**src/rtl/stream_rr_arbiter.sv**
```systemverilog
// rtl/stream_rr_arbiter.sv - packet-locked round-robin stream arbiter with registered output
// Arbitration happens only between packets; the winner owns the output until its last beat.
module stream_rr_arbiter #(
   parameter  int N_INPUTS  = 4,
   parameter  int DIN_WIDTH = 32,
   localparam int SW        = $clog2(N_INPUTS)
) (
   input  logic                          clk,
   input  logic                          rst_n,
   input  logic [N_INPUTS*DIN_WIDTH-1:0] din,
   input  logic [N_INPUTS-1:0]           din_valid,
   input  logic [N_INPUTS-1:0]           din_last,
   output logic [N_INPUTS-1:0]           din_ready,
   output logic [DIN_WIDTH-1:0]          dout,
   output logic                          dout_valid,
   output logic                          dout_last,
   output logic [SW-1:0]                 dout_sel,
   input  logic                          dout_ready
);

   typedef enum logic {S_IDLE, S_LOCKED} state_t;

   state_t               r_state;
   logic [SW-1:0]        r_ptr;
   logic [SW-1:0]        r_owner;
   logic [DIN_WIDTH-1:0] r_dout;
   logic                 r_dout_valid;
   logic                 r_dout_last;
   logic [SW-1:0]        r_dout_sel;

   logic                 w_load;
   logic                 w_rr_any;
   logic [SW-1:0]        w_rr_idx;
   logic                 w_gnt_act;
   logic [SW-1:0]        w_gnt;
   logic                 w_xfer;
   logic                 w_gnt_last;
   logic [DIN_WIDTH-1:0] w_gnt_data;

   // Scan downward so the closest requester after r_ptr is the last (winning) assignment.
   always_comb begin
      w_rr_idx = r_ptr;
      w_rr_any = 1'b0;
      for (int k = N_INPUTS; k >= 1; k--) begin
         if (din_valid[(int'(r_ptr) + k) % N_INPUTS]) begin
            w_rr_idx = SW'((int'(r_ptr) + k) % N_INPUTS);
            w_rr_any = 1'b1;
         end
      end
   end

   assign w_load     = !r_dout_valid || dout_ready;
   assign w_gnt      = (r_state == S_LOCKED) ? r_owner : w_rr_idx;
   assign w_gnt_act  = (r_state == S_LOCKED) || w_rr_any;
   assign w_gnt_last = din_last[w_gnt];
   assign w_gnt_data = din[int'(w_gnt)*DIN_WIDTH +: DIN_WIDTH];

   always_comb begin
      din_ready = '0;
      if (rst_n && w_load && w_gnt_act) begin
         din_ready[w_gnt] = 1'b1;
      end
   end

   assign w_xfer = |(din_ready & din_valid);

   always_ff @(posedge clk or negedge rst_n) begin
      if (!rst_n) begin
         r_state      <= S_IDLE;
         r_ptr        <= SW'(N_INPUTS - 1);
         r_owner      <= '0;
         r_dout       <= '0;
         r_dout_valid <= 1'b0;
         r_dout_last  <= 1'b0;
         r_dout_sel   <= '0;
      end else begin
         if (w_load) begin
            r_dout_valid <= w_xfer;
            if (w_xfer) begin
               r_dout      <= w_gnt_data;
               r_dout_last <= w_gnt_last;
               r_dout_sel  <= w_gnt;
            end
         end
         if (w_xfer) begin
            r_ptr <= w_gnt;
            if (r_state == S_IDLE) begin
               if (!w_gnt_last) begin
                  r_state <= S_LOCKED;
                  r_owner <= w_gnt;
               end
            end else if (w_gnt_last) begin
               r_state <= S_IDLE;
            end
         end
      end
   end

   assign dout       = r_dout;
   assign dout_valid = r_dout_valid;
   assign dout_last  = r_dout_last;
   assign dout_sel   = r_dout_sel;

endmodule

```
**config.mk**
```make
export PLATFORM = sky130hd
export DESIGN_NAME = stream_rr_arbiter
export DESIGN_NICKNAME = d
export VERILOG_FILES = /design/src/rtl/stream_rr_arbiter.sv
export SDC_FILE = /design/constraint.sdc
export NUM_CORES = 1
export LEC_CHECK = 0
export BUFFER_PORTS_ARGS = -buffer_cell sky130_fd_sc_hd__buf_4
export CAP_MARGIN = 20
export CORE_ASPECT_RATIO = 1.75
export CORE_UTILIZATION = 39
export CTS_CLUSTER_DIAMETER = 150
export DETAILED_ROUTE_END_ITERATION = 8
export PLACE_DENSITY = 0.81
export SYNTH_ARGS = -nofsm -noshare
export SYNTH_HDL_FRONTEND = slang
export SYNTH_SLANG_ARGS = --single-unit
```
**constraint.sdc**
```tcl
create_clock -name clk -period 2.2 [get_ports clk]
set_input_delay 0 -clock clk [delete_from_list [all_inputs] [get_ports clk]]
set_output_delay 0 -clock clk [all_outputs]
set_load 0.01 [all_outputs]
```
# After elaboration in Yosys (flattened, before gate mapping)
# Cells that the tools add are included.
totals:
  regBits: 41
  latchBits: 0
  memories: 0
  rom_bits: 0
  output_inout_bits: 40
  in_bits: 139
  ramBits: 0
op_classes:
  n_addsub: 4
  bitwise_logic: 7
  multipliers: 0
  div_mod_pow: 0
  reduce_logical: 13
  eq_ne: 0
  shift: 1
  magnitude_cmp: 6
  muxes: 27
op_table:
  columns: ["operator", "count"]
  rows:
  - ["$shiftx A128 B8 Y32", 1]
  - ["$lt A3 B4 Y1 const B", 4]
  - ["$mux W1", 15]
  - ["$bmux W1 S2", 5]
  - ["$mux W2", 5]
  - ["$reduce_or A2 Y1", 4]
  - ["$add A2 B1 Y2 const B", 2]
  - ["$add A2 B2 Y2 const B", 2]
  - ["$and A1 B1 Y1 const A", 4]
  - ["$and A4 B4 Y4", 1]
  - ["$mux W4", 1]
  - ["$reduce_or A4 Y1", 1]
  - ["$logic_and A1 B1 Y1", 3]
  - ["$lt A2 B3 Y1 const B", 1]
  - ["$reduce_and A3 Y1", 1]
  - ["$demux W1 S2", 1]
  - ["$ge A2 B1 Y1 const B", 1]
  - ["$logic_or A1 B1 Y1", 2]
  - ["$not A1 Y1", 2]
  - ["$reduce_and A2 Y1", 1]
  - ["$logic_not A1 Y1", 1]

# Logic depth before layout (Yosys ltp)
logic_depth:
  depth_word: 19
  mapped_depth: 9

# Worst setup path before layout
# Ideal clock, no wire load.
synth_path:
  path_kind: "flip-flop to flip-flop"
  from: "reg r_ptr[0]"
  to: "reg r_owner[1]"
  setup_ns: 0.127
  path_stages_with_launch: 7
  path_buffers: 0
  slack_ns: 0.062
  period_less_slack_ns: 2.138
  arrival_time_ns: 2.010
  cell_sequence: "dfstp_2 > nor2b_1 > o211ai_1 > nand2_4 > mux2_4 > a2111o_1 > mux2_1"
synth_via:
  elab_chain_cells: 17
synth_lines:
  columns: ["item", "line_no", "text"]
  rows:
  - ["start, declared", "24", "logic [SW-1:0] r_ptr;"]
  - ["start signal, assigned", "70", "r_ptr <= SW'(N_INPUTS - 1);"]
  - ["start signal, assigned", "86", "r_ptr <= w_gnt;"]
  - ["$add A2 B1 Y2", "45, 46", null]
  - ["$bmux W1 S2", "45", "if (din_valid[(int'(r_ptr) + k) % N_INPUTS]) begin"]
  - ["$mux W1 (implied by the code) (2 in a row)", "45", null]
  - ["$mux W2 (4 in a row)", "45", null]
  - ["$mux W2", "53", "assign w_gnt = (r_state == S_LOCKED) ? r_owner : w_rr_idx;"]
  - ["$lt A2 B3 Y1 (implied by the code) or $ge A2 B1 Y1 (tied branches)", "61", "din_ready[w_gnt] = 1'b1;"]
  - ["$logic_and A1 B1 Y1 (implied by the code)", "61", null]
  - ["$mux W1 (implied by the code)", "61", null]
  - ["$demux W1 S2", "61", null]
  - ["$mux W4", "60", "if (rst_n && w_load && w_gnt_act) begin"]
  - ["$and A4 B4 Y4", "65", "assign w_xfer = |(din_ready & din_valid);"]
  - ["$reduce_or A4 Y1", "65", null]
  - ["$reduce_and A3 Y1 (no line)", null, null]
  - ["end signal, assigned", "90", "r_owner <= w_gnt;"]
  - ["end, declared", "25", "logic [SW-1:0] r_owner;"]
# Several ways; a longest one is shown, not always the timed one. The select of a mux whose other input is x is not followed.
# A chain may end at the register's enable or synchronous reset.

# Worst setup path after layout
# Ends and elaborated chain as after synthesis.

==> impl_metrics.env <==
export IMPL_status="complete, no violations"
export IMPL_hold_violations=0
export IMPL_die_w_um=67.0
export IMPL_pwr_share_seq_pct=22.3
export IMPL_start_util_pct=40.1
export IMPL_hold_start="din[94]"
export IMPL_synthSimpleGateAreaFrac_pct=20.0
export IMPL_synth_top_family_by_area="compound AO/OA/AOI/OAI gates"
export IMPL_clk_pin_slew_ns=0.06
export IMPL_slew_viol_final=0
export IMPL_p_clk_share_pct=13.3
export IMPL_ir_drop_uv=838
export IMPL_synth_adder_area_share_pct=0
export IMPL_antenna_found_initial=0
export IMPL_wirelength_mm=11.5
export IMPL_grt_use_total_pct=30.6
export IMPL_synth_async_reset_ratio_pct=100
export IMPL_endpoint_kind="flop"
export IMPL_cap_violations=0
export IMPL_finalSetupViolCount=0
export IMPL_fillCellCount=607
export IMPL_crit_fanout=4
export IMPL_powerDensity_nw_per_um2=1350
export IMPL_clk_latency_ns=0.28
export IMPL_nets=615
export IMPL_p_int_mw=3.58
export IMPL_fin_cells=563
export IMPL_ant_nets=0
export IMPL_place_congestion=1.00
export IMPL_first_global_vias=3657
export IMPL_r2r_slack_ns=0.04
export IMPL_via_count=3586
export IMPL_detailed_place_hpwl_mm=8.11
export IMPL_synth_edf_count=0
export IMPL_die_area_um2=7750
export IMPL_layout_drive_gt1_share_pct=46.3
export IMPL_hp_class="in2reg"
export IMPL_diodes=0
export IMPL_arrival_ns=2.33
export IMPL_synth_xor_area_share_pct=0
export IMPL_drc_errors=0
export IMPL_netSwitchingPower_mw=2.68
export IMPL_ys_warn_count=0
export IMPL_cts_max_path_buffers=2
export IMPL_synth_mux_area_share_pct=3.04
export IMPL_p_comb_share_pct=64.4
export IMPL_p_total_mw=6.26
export IMPL_synth_area_leader_cell="dfrtp_1"
export IMPL_clkSinkCount=41
export IMPL_relSlewSlack_pct=73.8
export IMPL_cp_start_kind="flop"
export IMPL_fmax_ghz=0.462
export IMPL_ys_flop_type="dfrtp_1"
export IMPL_synth_compound_area_share_pct=35.4
export IMPL_synth_cell_types=38
export IMPL_cp_startpoint="r_ptr[0]$_DFFE_PN1P_"
export IMPL_drt_pass1_iter_count=6
export IMPL_min_period_ns=2.16
export IMPL_hold_slack_ns=0.000493
export IMPL_die_h_um=116
export IMPL_reg2reg_from="r_ptr[0]$_DFFE_PN1P_"
export IMPL_root_buffer="clkbuf_16"
export IMPL_synth_area_leaders="dfrtp_1 (34%), a311oi_1 (20%), and3_1 (15%)"
export IMPL_worstPathRequired_ns=2.36
export IMPL_criticalPathCategory="reg2reg"
export IMPL_syn_area_um2=2880
export IMPL_grt_pass1_wl_mm=17.9
export IMPL_synth_seq_cells=41
export IMPL_syn_nets=446
export IMPL_grt_start_max_net_pins=58
export IMPL_yosysSeqAreaShare_pct=35.7
export IMPL_io_buffers=178
export IMPL_finalClockSkew_ns=0.00618
export IMPL_switching_share_pct=42.8
export IMPL_dpl_cell_count=552
export IMPL_cts_buffers=5
export IMPL_areaGrowthSynthToFinish_pct=60.5
export IMPL_post_route_period_util_pct=98.3
export IMPL_cts_htree_levels=2
export IMPL_drt_iter0_markers=320
export IMPL_post_drt_wl_per_cell_um=20.4
export IMPL_rows=41
export IMPL_leakage_nw=2.29
export IMPL_ios=179
export IMPL_tightest_slew_ns=0.393
export IMPL_rsz0062_at_grt="true"
export IMPL_core_um2=7180
export IMPL_synth_top_area_share_pct=33.9
export IMPL_avgViaCountPerCell=6.37
export IMPL_grt_overflow_total=0
export IMPL_syn_instance_count=307
export IMPL_synth_avg_cell_area_um2=9.39
export IMPL_cts_tree="yes"
==> through the flow <==
step	cell area, um^2	TNS, ns	setup WS (ns)	util, %
global route	4630	-0.187	-0.0425	64.4
detailed placement	4370	0	0.00166	60.8
finish	4630	0	0.0378	64.4
floorplan	2880	0	0.0621	-
CTS	4570	0	0.00126	63.7
global placement	4370	0	0.0642	60.8
==> layout make-up <==
type                            count  area (um^2)  share of cell area, %
Multi-Input combinational cell    224         1730                   37.4
Timing Repair Buffer              202         1590                   34.3
Sequential cell                    41         1030                   22.2
Clock buffer                        6          129                   2.79
Tap cell                           86          108                   2.33
Clock inverter                      2         38.8                  0.839
Inverter                            2         7.51                  0.162
==> power groups by stage <==
stage,clock network (mW),logic (mW),registers (mW)
after detailed placement,0,3.84,1.37
after global routing,0.882,4.36,1.43
final,0.834,4.03,1.40
after floorplan,0,2.16,1.49
after CTS,0.846,3.91,1.39
after global placement,0,3.75,1.38
==> worst max-delay path: stages (launching register included) <==
cell and delay [ns]:
dfstp_2 0.56, nor2b_1 0.07, o211ai_1 0.17, buf_4 0.16
nand2_4 0.05, mux2_4 0.30, a2111o_1 0.42, mux2_4 0.30
==> synth_stat cells, types with 2 or more instances <==
| cell type | n |
|---|---|
| and3_1 | 68 |
| a311oi_1 | 65 |
| dfrtp_1 | 39 |
| o2bb2ai_1 | 32 |
| clkbuf_1 | 30 |
| buf_2 | 8 |
| nand2b_1 | 7 |
| nand2_1 | 6 |
| mux2i_1 | 5 |
| nor2_1 | 4 |
| nor3_1 | 4 |
| o21ai_0 | 4 |
| a21o_1 | 3 |
| a21oi_1 | 3 |
| buf_1 | 2 |
| dfstp_2 | 2 |
| inv_1 | 2 |
| nor2b_1 | 2 |
| o21ai_1 | 2 |
==> registers in the layout, summed over array words and instances (netlist names) <==
signal,cells
dout_sel,2
r_state,1
r_owner,2
dout,32
dout_last,1
r_ptr,2
dout_valid,1
==> metal layers <==
metal | wire length (um) | track usage, %
met3 | 690 | 4.04
met2 | 6140 | 52.9
met1 | 4150 | 36.2
met5 | 0 | 0
met4 | 501 | 15.6
==> worst paths after layout <==
check	endpoint	depth (start not counted)
setup / recovery	r_owner[1]$_DFFE_PN0P_	7
hold / removal	dout[30]$_DFFE_PN0P_	3
setup reg to reg	r_owner[1]$_DFFE_PN0P_	7
hold reg to reg	dout[5]$_DFFE_PN0P_	1
max in group asynchronous	dout_valid$_DFFE_PN0N_	3
min in group asynchronous	dout_last$_DFFE_PN0P_	2
==> placed cells by master (no fill, tap or decap), types with 2 or more instances in the layout <==
cell       synthesis  routed
a21o_1             3       3
a21oi_1            3       2
a311oi_1          65      65
and3_1            68      68
buf_12             0       3
buf_4              0     196
clkbuf_16          0       5
dfrtp_1           39      39
dfstp_2            2       2
inv_1              2       2
mux2_4             1       3
mux2i_1            5       5
nand2_1            6       6
nand2b_1           7       6
nor2_1             4       4
nor2b_1            2       2
nor3_1             4       4
o21ai_0            4       4
o21ai_1            2       2
o2bb2ai_1         32      32
==> what timing repair did <==
item | in CTS | in global routing
cloned | 0 | 0
hold endpoints to repair | 22 | 0
endpoints found under the setup margin | 7 | 43
hold buffers | 1 | 0
buffers inserted | 0 | 2
gates resized for setup | 2 | 7
pin swaps | 1 | 2
==> cells by family (layout without fill, tap and decap cells) <==
kind of cell,after synthesis,after routing
AO/OA/AOI/OAI,120,120
buffers and inverters,42,212
flip-flops,41,41
multiplexers,8,8
AND/OR/NAND/NOR,96,96
Power figures use the tool's default switching activity.
